File: src/rtl/multicycle_control_unit.sv
// Main control FSM for the multicycle MIPS datapath: fetch/decode/execute/memory/write-back sequencing.
// Optional feature macro: JUMP_EN (adds the JUMP state and the j opcode).
`timescale 1ns/1ps
module multicycle_control_unit (
  input  logic       clk,
  input  logic       reset,
  input  logic [5:0] opcode,
  input  logic       mem_ready,
  output logic       PCWrite,
  output logic       PCWriteCond,
  output logic       IorD,
  output logic       MemRead,
  output logic       MemWrite,
  output logic       MemtoReg,
  output logic       IRWrite,
  output logic       ALUSrcA,
  output logic       RegWrite,
  output logic       RegDst,
  output logic [1:0] ALUSrcB,
  output logic [1:0] ALUop,
  output logic [1:0] PCSource,
  output logic [3:0] state,
  output logic       illegal_op
);

  localparam logic [5:0] OP_RTYPE = 6'b000000;
  localparam logic [5:0] OP_LW    = 6'b100011;
  localparam logic [5:0] OP_SW    = 6'b101011;
  localparam logic [5:0] OP_BEQ   = 6'b000100;
`ifdef JUMP_EN
  localparam logic [5:0] OP_J     = 6'b000010;
`endif

  typedef enum logic [3:0] {
    S_FETCH     = 4'd0,
    S_DECODE    = 4'd1,
    S_MEM_ADDR  = 4'd2,
    S_MEM_READ  = 4'd3,
    S_MEM_WB    = 4'd4,
    S_MEM_WRITE = 4'd5,
    S_EXECUTE   = 4'd6,
    S_R_WB      = 4'd7,
    S_BRANCH    = 4'd8
`ifdef JUMP_EN
    , S_JUMP    = 4'd9
`endif
  } state_t;

  state_t state_q, state_d;

  always_ff @(posedge clk or posedge reset) begin
    if (reset) state_q <= S_FETCH;
    else       state_q <= state_d;
  end

  assign state = state_q;

  always_comb begin
    state_d     = state_q;
    PCWrite     = 1'b0;
    PCWriteCond = 1'b0;
    IorD        = 1'b0;
    MemRead     = 1'b0;
    MemWrite    = 1'b0;
    MemtoReg    = 1'b0;
    IRWrite     = 1'b0;
    ALUSrcA     = 1'b0;
    RegWrite    = 1'b0;
    RegDst      = 1'b0;
    ALUSrcB     = 2'b00;
    ALUop       = 2'b00;
    PCSource    = 2'b00;
    illegal_op  = 1'b0;

    case (state_q)
      // IR and PC update only on the cycle the memory delivers, so a stall never double-writes
      S_FETCH: begin
        MemRead = 1'b1;
        ALUSrcB = 2'b01;
        IRWrite = mem_ready;
        PCWrite = mem_ready;
        if (mem_ready) state_d = S_DECODE;
      end
      S_DECODE: begin
        ALUSrcB = 2'b11;
        case (opcode)
          OP_LW, OP_SW: state_d = S_MEM_ADDR;
          OP_RTYPE:     state_d = S_EXECUTE;
          OP_BEQ:       state_d = S_BRANCH;
`ifdef JUMP_EN
          OP_J:         state_d = S_JUMP;
`endif
          default: begin
            illegal_op = 1'b1;
            state_d    = S_FETCH;
          end
        endcase
      end
      S_MEM_ADDR: begin
        ALUSrcA = 1'b1;
        ALUSrcB = 2'b10;
        if (opcode == OP_LW)      state_d = S_MEM_READ;
        else if (opcode == OP_SW) state_d = S_MEM_WRITE;
        else                      state_d = S_FETCH;
      end
      S_MEM_READ: begin
        MemRead = 1'b1;
        IorD    = 1'b1;
        if (mem_ready) state_d = S_MEM_WB;
      end
      S_MEM_WB: begin
        RegWrite = 1'b1;
        MemtoReg = 1'b1;
        state_d  = S_FETCH;
      end
      S_MEM_WRITE: begin
        MemWrite = 1'b1;
        IorD     = 1'b1;
        if (mem_ready) state_d = S_FETCH;
      end
      S_EXECUTE: begin
        ALUSrcA = 1'b1;
        ALUop   = 2'b10;
        state_d = S_R_WB;
      end
      S_R_WB: begin
        RegWrite = 1'b1;
        RegDst   = 1'b1;
        state_d  = S_FETCH;
      end
      S_BRANCH: begin
        ALUSrcA     = 1'b1;
        ALUop       = 2'b01;
        PCWriteCond = 1'b1;
        PCSource    = 2'b01;
        state_d     = S_FETCH;
      end
`ifdef JUMP_EN
      S_JUMP: begin
        PCWrite  = 1'b1;
        PCSource = 2'b10;
        state_d  = S_FETCH;
      end
`endif
      default: state_d = S_FETCH;
    endcase

    // While reset is held the state already reads FETCH, but no write or read may escape
    if (reset) begin
      PCWrite     = 1'b0;
      PCWriteCond = 1'b0;
      IorD        = 1'b0;
      MemRead     = 1'b0;
      MemWrite    = 1'b0;
      MemtoReg    = 1'b0;
      IRWrite     = 1'b0;
      ALUSrcA     = 1'b0;
      RegWrite    = 1'b0;
      RegDst      = 1'b0;
      ALUSrcB     = 2'b01;
      ALUop       = 2'b00;
      PCSource    = 2'b00;
      illegal_op  = 1'b0;
    end
  end

endmodule

File: config.mk
export PLATFORM = sky130hd
export DESIGN_NAME = multicycle_control_unit
export DESIGN_NICKNAME = d
export VERILOG_FILES = /design/src/rtl/multicycle_control_unit.sv
export SDC_FILE = /design/constraint.sdc
export NUM_CORES = 1
export LEC_CHECK = 0
export CORE_MARGIN = 5
export CORE_UTILIZATION = 36
export DETAILED_ROUTE_END_ITERATION = 6
export HOLD_SLACK_MARGIN = 0.05
export PLACE_DENSITY = 0.84
export SLEW_MARGIN = 0
export SYNTH_ARGS = -nofsm -noshare
export SYNTH_HDL_FRONTEND = slang
export SYNTH_SLANG_ARGS = --single-unit
File: constraint.sdc
create_clock -name clk -period 1.8 [get_ports clk]
set_input_delay 0.36 -clock clk [delete_from_list [all_inputs] [get_ports clk]]
set_output_delay 0.36 -clock clk [all_outputs]
set_load 0.1 [all_outputs]
==> flow_summary.toml, run 1 <==
[yosys]
syn-num-nets = 77
syn_area_per_cell_um2 = 7.45
async_reset_ff_share_pct = 100
synth_edf_count = 0
synth_top_cell_by_area = "dfrtp_1"
yosysSeqAreaShare_pct = 19.8
synth_top_area_share_pct = 19.8
yosys_warnings = 0
ys.flop_type = "dfrtp_1"
synthesis.area_um2 = 507
ys_types = 35
synth_area_leaders = "dfrtp_1 (20%), nor3_1 (5.9%), buf_4 (5.9%)"
syn_inst = 68
ys_ff_latch = 4

[floorplanning]
start_util_pct = 38.5
placement_rows = 13
die_h_um = 47.5
die_w_um = 47.5
ios = 30

[run_status]
error = "[ERROR DPL-0033] detailed placement checks failed during check placement."
stop_stage = "3_5_place_dp"
status = "aborted with a tool error"

[placed_design]
routabilityCongestion = 0.896
dp_hpwl_mm = 2.41
io_buffers = 28
Yosys cell counts, types with 2 or more instances:
cell      count
and3_1        3
buf_2         2
buf_4         4
dfrtp_1       4
inv_1         4
nand2_1       6
nand2b_1      2
nand3b_1      2
nor2_1        8
nor3_1        6
o21ai_0       3
logic make-up after synthesis:
kind of cell / Yosys count / share of synthesized area (%)
AOI/OAI and AO/OA: 9 / 15.1
xor gates and xnor gates: 1 / 1.73
buffers and inverters: 11 / 11.6
DFF: 4 / 19.8
muxes: 2 / 4.20
other: 1 / 0.740
and+or+nand+nor: 40 / 46.9
through the flow:
stage          area, um^2  setup WS (ns)  instances  hold slack, ns  setup TNS (ns)
3_3_place_gp         1280         -0.306        128           0.557           -2.96
2_1_floorplan         684         -0.899         68           0.173           -5.64
==> run 2: changes to the inputs <==
--- a/config.mk
+++ b/config.mk
@@ -5,11 +5,10 @@
 export SDC_FILE = /design/constraint.sdc
 export NUM_CORES = 1
 export LEC_CHECK = 0
-export CORE_MARGIN = 5
-export CORE_UTILIZATION = 36
+export CORE_AREA = 5 5 66 68
 export DETAILED_ROUTE_END_ITERATION = 6
-export HOLD_SLACK_MARGIN = 0.05
-export PLACE_DENSITY = 0.84
+export DIE_AREA = 0 0 71 73
+export PLACE_DENSITY_LB_ADDON = 0.15
 export SLEW_MARGIN = 0
 export SYNTH_ARGS = -nofsm -noshare
 export SYNTH_HDL_FRONTEND = slang
==> run 2 against run 1 <==
Against the previous run: the flow now finishes, with violations (negative setup slack); synthesized cell count is the same; area after synthesis unchanged.
==> flow_summary.toml, run 2 <==
[global_routing]
track_usage_pct = 8.72
grt_max_degree = 9
antenna_found_initial = 0
grt-ovfl-total = 0
grt_pass1_vias = 766
grt_first_pass_wirelength_mm = 3.65

[yosys]
yosys_warnings = 0
ys_types = 35
synthesis.area_um2 = 507
synth_top_cell_by_area = "dfrtp_1"
syn_inst = 68
synth_edf_count = 0
syn-num-nets = 77
ys.flop_type = "dfrtp_1"
yosysSeqAreaShare_pct = 19.8
synthTopCellsByCount = "nor2_1 (8), nand2_1 (6), nor3_1 (6)"
synth_area_leaders = "dfrtp_1 (20%), nor3_1 (5.9%), buf_4 (5.9%)"
synth.most_common_cell = "nor2_1"
ys_ff_latch = 4
async_reset_ff_share_pct = 100
synth_top_area_share_pct = 19.8
syn_area_per_cell_um2 = 7.45

[clock_tree]
cts_sinks = 4
cts-htree-levels = 1
clock_latency_ns = 0.21
postCtsHoldBufs = 0
cts_tree = "done"
path_clk_slew_ns = 0.03
clockBufferDepth = 2
cts-root-buf = "clkbuf_8"
numCtsBuffers = 3

[run_status]
violations = "negative setup slack"
status = "finished with violations"

[setup_path]
end_kind = "primary output"
crit_required_ns = 1.44
worst_setup_path_start_kind = "flip-flop"
crit_type = "flip-flop to primary output"
cp_max_fo = 8
arrival_ns = 1.55

[floorplanning]
die_w_um = 71
design.die.area_um2 = 5180
start_util_pct = 13.3
core-area_um2 = 3800
ios = 30
die_h_um = 73
placement_rows = 23

[job]
cap_violations = 0

[power]
leakagePower_nw = 0.628
total_power_w = 0.00132
powerDensity_nw_per_um2 = 872
irDropWorstVdd_uv = 386

[timing]
rsz0062_at_grt = "yes"
finalCriticalPeriod_ns = 1.91
fmax_ghz = 0.524
hold_viol = 0
finalCritPeriodShare_pct = 106
fin_skew_ns = 0.00263
setup_violations = 12
fin_ws_ns = -0.108
finalSetupTns_ns = -0.785
slew_violations = 0

[detailed_routing]
drt-initial-drc-count = 23
routed_wl_mm = 2.10
dr.pass1.iters = 4
viasPerCell = 4.07
ant_nets = 0
routedWlPerCell_um = 11.8
drc = 0
dr_total_vias = 725

[final_layout]
fin_util_pct = 39.9
final_cell_mix = "buf_4 (34), buf_12 (20), nand2_1 (5), nor3_4 (5), dlygate4sd2_1 (5)"
largest_reg_flops = 4
nFillCells = 404
diodes = 0
syn2layout_area_growth_pct = 199
drive_gt1_share_pct = 75.8
final_common_cell = "buf_4"
layout.nets = 139

[placed_design]
place_ws_ns = -0.332
io_buffers = 28
dp_hpwl_mm = 1.63
routabilityCongestion = 0.788

[worst_hold_path]
hold_path_class = "primary input to asynchronous set/reset pin"
run 2: cell counts after synthesis:
Identical to the previous run, type by type.
run 2: repair_timing:
item                                    4_1_cts  5_1_grt
endpoints found under the setup margin       15       15
pin swaps                                     9        5
resized for setup                            16        6
setup buffers                                11        2
run 2: cell families after synthesis:
kind of cell	synth area share, %
compound gates	15.1
xor+xnor	1.73
buf+inv	11.6
flops	19.8
mux	4.20
other cells	0.740
simple gates	46.9
run 2: cell type report:
type | instances | area, um^2 | area share, %
multi-input cells | 53 | 526 | 34.7
clock buffers | 3 | 41.3 | 2.72
flip-flops and latches | 4 | 115 | 7.59
well taps | 50 | 62.6 | 4.13
inverters | 4 | 17.5 | 1.16
repair buffers | 64 | 754 | 49.8
run 2: worst paths after layout:
path / from / to / slack [ns] / depth (start not counted)
setup / recovery: state[1] / PCWrite / -0.11 / 4
hold / removal: reset / state[2] / 0.35 / 3
setup reg to reg: state[0] / state[1] / 0.13 / 6
hold reg to reg: state[3] / state[2] / 0.57 / 1
max in group asynchronous: reset / state[0] / 1.32 / 3
min in group clk: state[3] / state[2] / 0.57 / 1
run 2: layer usage:
| metal | share of wire [%] | track usage (%) |
|---|---|---|
| met5 | 0 | 0 |
| met2 | 52 | 15.2 |
| met1 | 40 | 10.1 |
| met3 | 5.2 | 1.79 |
| met4 | 2.1 | 4.38 |
run 2: critical path, cell delays in order (launching register included):
cell and delay [ns]:
dfrtp_4 0.51, nor3_2 0.23, buf_4 0.15, and4_4 0.26
buf_12 0.18
run 2: where the power goes:
| part | internal [W] | switching, W |
|---|---|---|
| Clock | 0.000142 | 0.0000429 |
| Combinational | 0.000399 | 0.000586 |
| Sequential | 0.000113 | 0.0000395 |
| Total | 0.000654 | 0.000668 |
run 2: metrics by stage:
step	hold slack (ns)	cells	area, um^2
floorplan	0.173	68	684
global placement	0.614	163	1330
detailed placement	0.617	163	1330
CTS	0.349	177	1490
global route	0.393	178	1520
finish	0.345	178	1520
(Power assumes the default switching activity.)
